==> src/rtl/enemy_proj_handler.sv <==
// enemy_proj_handler: three downward-travelling enemy projectile slots.
// Spawns from the shooter on an LFSR-gated, cooldown-limited schedule,
// retires projectiles at the bottom edge and reports hits on the player.
// A slot holding (0,0) is empty.
module enemy_proj_handler #(
  parameter int          BOTTOM_BOUNDARY = 470,
  parameter int          STEP            = 1,
  parameter int          PROJ_H          = 8,
  parameter int          COOLDOWN        = 60,
  parameter logic [15:0] LFSR_SEED       = 16'hACE1,
  parameter logic [15:0] FIRE_MASK       = 16'h000F
) (
  input  logic       clk,
  input  logic       rst,
  input  logic       pulse_projSpeed,
  input  logic       fireEnable,
  input  logic       shooterValid,
  input  logic [9:0] shooterX,
  input  logic [8:0] shooterY,
  input  logic [9:0] playerX,
  input  logic [8:0] playerY,
  input  logic [9:0] playerW,
  output logic [9:0] o_eproj1X,
  output logic [9:0] o_eproj2X,
  output logic [9:0] o_eproj3X,
  output logic [8:0] o_eproj1Y,
  output logic [8:0] o_eproj2Y,
  output logic [8:0] o_eproj3Y,
  output logic       playerHit,
  output logic [1:0] hitSlot,
  output logic [1:0] activeCount
);

  localparam int          CD_W     = $clog2(COOLDOWN + 1);
  localparam logic [9:0]  BOTTOM_V = 10'(BOTTOM_BOUNDARY);
  localparam logic [9:0]  STEP_V   = 10'(STEP);
  localparam logic [10:0] PROJ_H_V = 11'(PROJ_H);

  logic [9:0]      slotX [3];
  logic [8:0]      slotY [3];
  logic [9:0]      nextX [3];
  logic [8:0]      nextY [3];
  logic [9:0]      movedY [3];
  logic [15:0]     lfsr, lfsrNext;
  logic [CD_W-1:0] cooldown, cooldownNext;
  logic [2:0]      active, hitVec, hitOne, emptyVec, spawnOne;
  logic [9:0]      spawnY;
  logic            spawnOk;
  logic [1:0]      hitSlotNext;
  logic [1:0]      countNext;

  assign o_eproj1X = slotX[0];
  assign o_eproj2X = slotX[1];
  assign o_eproj3X = slotX[2];
  assign o_eproj1Y = slotY[0];
  assign o_eproj2Y = slotY[1];
  assign o_eproj3Y = slotY[2];

  // Occupancy and player-overlap test on the registered slots, using 11-bit sums.
  always_comb begin
    active = '0;
    hitVec = '0;
    for (int i = 0; i < 3; i++) begin
      active[i] = (slotX[i] != 10'd0) || (slotY[i] != 9'd0);
      hitVec[i] = active[i]
                && ({1'b0, slotX[i]} >= {1'b0, playerX})
                && ({1'b0, slotX[i]} <  ({1'b0, playerX} + {1'b0, playerW}))
                && (({2'b0, slotY[i]} + PROJ_H_V) > {2'b0, playerY})
                && ({2'b0, slotY[i]} <  ({2'b0, playerY} + {1'b0, playerW}));
    end
  end

  // Pick the lowest hitting slot and the lowest empty slot, and decide whether to spawn.
  // A slot being cleared by a hit is active now, so it is never counted as empty.
  always_comb begin
    hitOne   = hitVec & (~hitVec + 3'd1);
    emptyVec = ~active;
    spawnOne = emptyVec & (~emptyVec + 3'd1);
    spawnY   = {1'b0, shooterY} + 10'd1;
    spawnOk  = pulse_projSpeed && fireEnable && shooterValid
            && (cooldown == '0) && ((lfsr & FIRE_MASK) == 16'd0)
            && (|emptyVec) && (spawnY < BOTTOM_V);
    hitSlotNext = hitOne[0] ? 2'b01 :
                  hitOne[1] ? 2'b10 :
                  hitOne[2] ? 2'b11 : 2'b00;
    countNext = {1'b0, active[0]} + {1'b0, active[1]} + {1'b0, active[2]};
  end

  // Per-slot next state: hit clear wins over spawn, spawn wins over movement.
  always_comb begin
    for (int i = 0; i < 3; i++) begin
      nextX[i]  = slotX[i];
      nextY[i]  = slotY[i];
      movedY[i] = {1'b0, slotY[i]} + STEP_V;
      if (hitOne[i]) begin
        nextX[i] = 10'd0;
        nextY[i] = 9'd0;
      end else if (spawnOk && spawnOne[i]) begin
        nextX[i] = shooterX;
        nextY[i] = spawnY[8:0];
      end else if (pulse_projSpeed && active[i]) begin
        if (movedY[i] >= BOTTOM_V) begin
          nextX[i] = 10'd0;
          nextY[i] = 9'd0;
        end else begin
          nextY[i] = movedY[i][8:0];
        end
      end
    end
  end

  // Fire LFSR (taps 16,14,13,11) and spawn cooldown, both stepped by the movement tick.
  always_comb begin
    lfsrNext = {lfsr[14:0], lfsr[15] ^ lfsr[13] ^ lfsr[12] ^ lfsr[10]};
    if (spawnOk)
      cooldownNext = CD_W'(COOLDOWN);
    else if (cooldown != '0)
      cooldownNext = cooldown - 1'b1;
    else
      cooldownNext = '0;
  end

  // State register; reset empties every slot and cancels any pending hit report.
  always_ff @(posedge clk) begin
    if (rst) begin
      for (int i = 0; i < 3; i++) begin
        slotX[i] <= 10'd0;
        slotY[i] <= 9'd0;
      end
      lfsr        <= LFSR_SEED;
      cooldown    <= '0;
      playerHit   <= 1'b0;
      hitSlot     <= 2'b00;
      activeCount <= 2'd0;
    end else begin
      for (int i = 0; i < 3; i++) begin
        slotX[i] <= nextX[i];
        slotY[i] <= nextY[i];
      end
      if (pulse_projSpeed) begin
        lfsr     <= lfsrNext;
        cooldown <= cooldownNext;
      end
      playerHit   <= |hitVec;
      hitSlot     <= hitSlotNext;
      activeCount <= countNext;
    end
  end

endmodule

==> config.mk <==
export PLATFORM = sky130hd
export DESIGN_NAME = enemy_proj_handler
export DESIGN_NICKNAME = d
export VERILOG_FILES = /design/src/rtl/enemy_proj_handler.sv
export SDC_FILE = /design/constraint.sdc
export NUM_CORES = 1
export LEC_CHECK = 0
export CAP_MARGIN = 20
export CORE_ASPECT_RATIO = 0.7
export CORE_MARGIN = 10
export CORE_UTILIZATION = 40
export DETAILED_ROUTE_END_ITERATION = 8
export HOLD_SLACK_MARGIN = 0.03
export PLACE_DENSITY = 0.61
export SYNTH_ARGS = -nofsm -noshare
export SYNTH_HDL_FRONTEND = slang
export SYNTH_SLANG_ARGS = --single-unit
==> constraint.sdc <==
create_clock -name clk -period 5.65 [get_ports clk]
set_input_delay 0.8475 -clock clk [delete_from_list [all_inputs] [get_ports clk]]
set_output_delay 0.8475 -clock clk [all_outputs]
set_load 0.1 [all_outputs]
-- Word level (Yosys, flattened, before mapping)
Memory sizes are Yosys's and may differ from the RTL's.
Cells that the tools add are included.
- memories kept: 2
- output and inout port bits: 62
- input port bits: 53
- register bits after elaboration: 27
- word-level logic and storage cells: 129
- memory bits (writable): 57
- add/subtract/negate cells: 14
- multiplexer cells: 38
- reduce and logical (&&, ||, !) cells: 39
- $lt $le $gt $ge: 16
- bitwise logic cells: 14
- memories (name ; words ; bits a word ; read ports ; clocked after Yosys merged registers in ; wr ports ; RTL line ; text):
    slotX ; 3 ; 10 ; 3 ; 0 ; 3 ; 39 ; logic [9:0] slotX [3];
    slotY ; 3 ; 9 ; 3 ; 0 ; 3 ; 40 ; logic [8:0] slotY [3];
- operators by type and width (cell ; number):
    2-to-1 mux 10 bit ; 15
    2-to-1 mux 9 bit ; 15
    adder 9 x 1 -> 10 bit (second input constant) ; 4
    < comparator 10 x 11 -> 1 bit ; 3
    < comparator 9 x 11 -> 1 bit ; 3
    adder 9 x 4 -> 10 bit (second input constant) ; 3
    >= comparator 10 bit ; 3
    >= comparator 10 x 9 -> 1 bit (second input constant) ; 3
    greater-than comparator 10 x 9 -> 1 bit ; 3
    nonzero test 10 bit ; 3
    nonzero test 9 bit ; 3
    logical AND 1 bit ; 24
    zero test 16 bit ; 1
    2-to-1 mux 6 bit ; 2
    adder 10 x 10 -> 11 bit ; 1
    adder 9 x 10 -> 11 bit ; 1
    < comparator 10 x 9 -> 1 bit (second input constant) ; 1
    inverter 3 bit ; 3
    adder 3 x 1 -> 3 bit (second input constant) ; 2
    bitwise AND 3 bit ; 2
    zero test 6 bit ; 1
    OR 1 bit ; 6
    nonzero test 6 bit ; 1
    OR reduction 3 bit ; 2
    other kinds (8) ; 16

-- Logic depth before layout (Yosys ltp)
An unclocked memory read counts as a cell.
- depth after elaboration: 13
- gate-level depth with buffers: 20

-- Least setup slack after synthesis
Ideal clock, no wire load.
- path type: input-to-reg
- start: input playerY[0]
- end: memory slotY[2][2], in the netlist slotY[0][20]
- stages: 20
- slack: 1.338 ns
- buffers on the path: 2
- data arrival time: 4.232 ns
- data required time: 5.570 ns
- cell sequence: ha_1 > inv_1 > fa_1 > nor2b_1 > o31a_1 > o21ai_0 > nand2b_1 > a21o_1 > a21oi_1 > xor2_1 > ha_1 > a2111o_1 > a31oi_1 > a211oi_1 > nor4_1 > o311ai_2 > and2_1 > buf_6 > buf_8 > a211oi_2
- RTL lines (element ; RTL line ; text):
    from (decl) ; 21 ; input logic [8:0] playerY,
    to (decl) ; 40 ;

==> impl_metrics.toml <==
[die]
core-area_um2 = 19850
start_util_pct = 40.87
dieHeight_um = 139.2
fp-row-count = 43
ioPinCount = 115
dieWidth_um = 190.2
die_area_um2 = 26470

[cells_and_area]
drive_above_1_share_pct = 5.796
num-nets-final = 1270
antennaDiodeCount = 0
fin_util_pct = 49.43
fin_cells = 1357
fill_cells = 1951
areaGrowthSynthToFinish_pct = 20.94

[route]
ant_nets = 0
vias = 8025
via_per_inst = 5.914
drc = 0
routed_wl_um = 28950
wl_per_cell_um = 21.33
drt_pass1_iterations = 7
drt_iter0_drc = 843

[place]
place_inst = 1341
portBuffers = 114
pre_cts_ws_ps = 321.2
place_congestion = 0.9188
hpwl_um = 22850

[synth]
seq_area_frac_synth_pct = 20.72
synth.area.top_cells = "dfxtp_1 21%, ha_1 20%, nor2_1 3.5%"
syn_inst = 987
async_reset_ff_share_pct = 0
syn_area_um2 = 8114
synth.most_common_cell = "ha_1"
synth_edf_count = 0
synth_top_cells_by_count = "132 x ha_1, 84 x dfxtp_1, 76 x nor2_1"
ys_warn_count = 0
synth_cell_types = 85
synth-seq-cells = 84
syn_area_per_cell_um2 = 8.221
synth.top_cell.area_share_pct = 20.72
synth_ff_type = "dfxtp_1"
synth.net_count = 1175
synth_top_cell_by_area = "dfxtp_1"

[timing]
fin_crit_sh_pct = 89.56
slew_headroom_pct = 32.25
final_max_slew_viol_count = 0
setup_tns_ps = 0
worst_pin_slew_ps = 1013
max_freq_mhz = 197.6
finClkSkew_ps = 13.46
grt_setup_unrepaired = "no"
fin_crit_ps = 5060
setup_viol = 0
fin_ws_ps = 590.0
hold_viol = 0

[clocking]
clk_latency_ps = 350
numCtsBuffers = 9
path_clk_slew_ps = 60
root_buffer = "clkbuf_16"
clock_sinks = 84
cts_resized = 0
cts_hold_buf = 0
cts_setup_buffers = 0
clockBufferDepth = 2
cts_tree = "done"
htree_levels = 3

[pwr]
power_switching_w = 0.0006413
power_density_nw_per_um2 = 191.5
p_int_w = 0.001238
switching_share_pct = 34.13
peakVddDrop_uv = 114.1
leakagePower_nw = 4.123
pwr-share-seq_pct = 34.8
p_comb_share_pct = 30.7
clockPowerShare_pct = 34.5

[grt]
grt_pass1_vias = 7559
grt_pass1_wl_um = 45220
grt_max_degree = 40
antenna_found_initial = 1
track_usage_pct = 21.31
grt_overflow = 0

[worst_setup_path]
max_stage_delay_ps = 560
crit_path_start_kind = "primary input"
path_cells = "clkdlybuf4s50_1, ha_1, inv_1, fa_1, nor2b_1, o31a_1, o21ai_0, nand2b_1, a21o_1, a21oi_1, xor2_1, ha_1, a2111o_1, a31oi_1, a211oi_1, nor4_1, o311ai_2, and2_1, buf_4, a211oi_1"
critPathSlowestCell = "clkdlybuf4s50_1"
crit_type = "primary input to register"
worstPathArrival_ps = 5320
crit_path_end_kind = "register"
cp_max_fo = 12
crit_required_ps = 5910

[run_status]
status = "finished clean"

[min_path]
min_path_type = "register to register"

[run]
maxCapViolCount = 0
power by group through the flow:
stage               Combinational [W]  Clock [W]  Sequential (W)
floorplan                    0.000364          0        0.000701
global placement             0.000562          0        0.000667
detailed placement           0.000570          0        0.000667
CTS                          0.000571   0.000659        0.000654
global route                 0.000646   0.000682        0.000659
finish                       0.000577   0.000648        0.000654
final cells by class:
type                            instances  area (um^2)  share of cell area (%)
Multi-Input combinational cell        808         6038                   61.53
Sequential cell                        84         1682                   17.14
Timing Repair Buffer                  128         1241                   12.65
Tap cell                              270        337.8                   3.443
Clock buffer                           10        229.0                   2.333
Inverter                               51        191.4                   1.951
Clock inverter                          6        93.84                  0.9563
metal layers:
layer	vias up	track usage (%)	part of all wire (%)
li1	3926	-	-
met1	3770	30.71	49
met2	304	30.14	40
met3	23	6.884	9.3
met4	2	3.636	0.94
met5	-	0	0.045
layout by cell type (no fill, tap or decap), drive strengths merged, types with 5 or more instances in the layout:
| cell type | instances |
|---|---|
| a22oi | 34 |
| xnor2 | 20 |
| or4 | 7 |
| dfxtp | 84 |
| or3 | 10 |
| clkdlybuf4s50 | 113 |
| o211ai | 11 |
| clkbuf | 10 |
| buf | 15 |
| a31oi | 12 |
| nand3 | 33 |
| nor3b | 7 |
| o21a | 15 |
| nand4 | 11 |
| and3 | 15 |
| and2 | 8 |
| nand2 | 66 |
| inv | 53 |
| nand2b | 11 |
| nor2b | 13 |
| and4 | 5 |
| a21oi | 56 |
| nor4 | 14 |
| a221oi | 16 |
| o21ai | 56 |
| nor4b | 6 |
| xor2 | 18 |
| mux2i | 16 |
| a211oi | 29 |
| a21o | 21 |
| nor3 | 28 |
| ha | 132 |
| nor2 | 76 |
cells by family (layout without fill, tap and decap cells):
kind of cell               count (synthesis)  after routing  share of synthesized area [%]
AOI/OAI and AO/OA                        295            295                          26.32
xor gates and xnor gates                  38             38                          4.194
adders and majority gates                138            138                          21.48
buffers and inverters                     95            195                          4.857
DFF                                       84             84                          20.72
muxes                                     17             17                          2.113
and+or+nand+nor                          320            320                          20.31
per-stage QoR:
step | instance area [um^2] | power [W] | hold slack (ps)
after floorplan | 8114 | 0.001065 | 441.3
after global placement | 9490 | 0.001229 | 457.5
after detailed placement | 9490 | 0.001236 | 459.2
after CTS | 9813 | 0.001883 | 478.0
after global routing | 9813 | 0.001988 | 509.8
final | 9813 | 0.001879 | 473.7
critical path: cells and delay by family:
kind,cells,cell delay (ps)
buffers and inverters,3,900
XOR/XNOR,1,130
AND/OR/NAND/NOR,4,880
AO/OA/AOI/OAI,9,1830
adder cells (fa/ha/maj),3,720
flip-flops by register name, summed over array words and instances (netlist names):
register     cells
activeCount      2
cooldown         6
hitSlot          2
lfsr            16
playerHit        1
slotX           30
slotY           27
final timing paths:
kind	from	endpoint	slack, ps	cells past startpoint
max reg2reg	slotY[0][12]	slotY[0][26]	1720	15
min	lfsr[11]	lfsr[11]	470	2
max	playerW[0]	slotY[0][26]	590	20
min reg2reg	lfsr[11]	lfsr[11]	470	2
No activity file was read; power rests on OpenSTA's default activity.
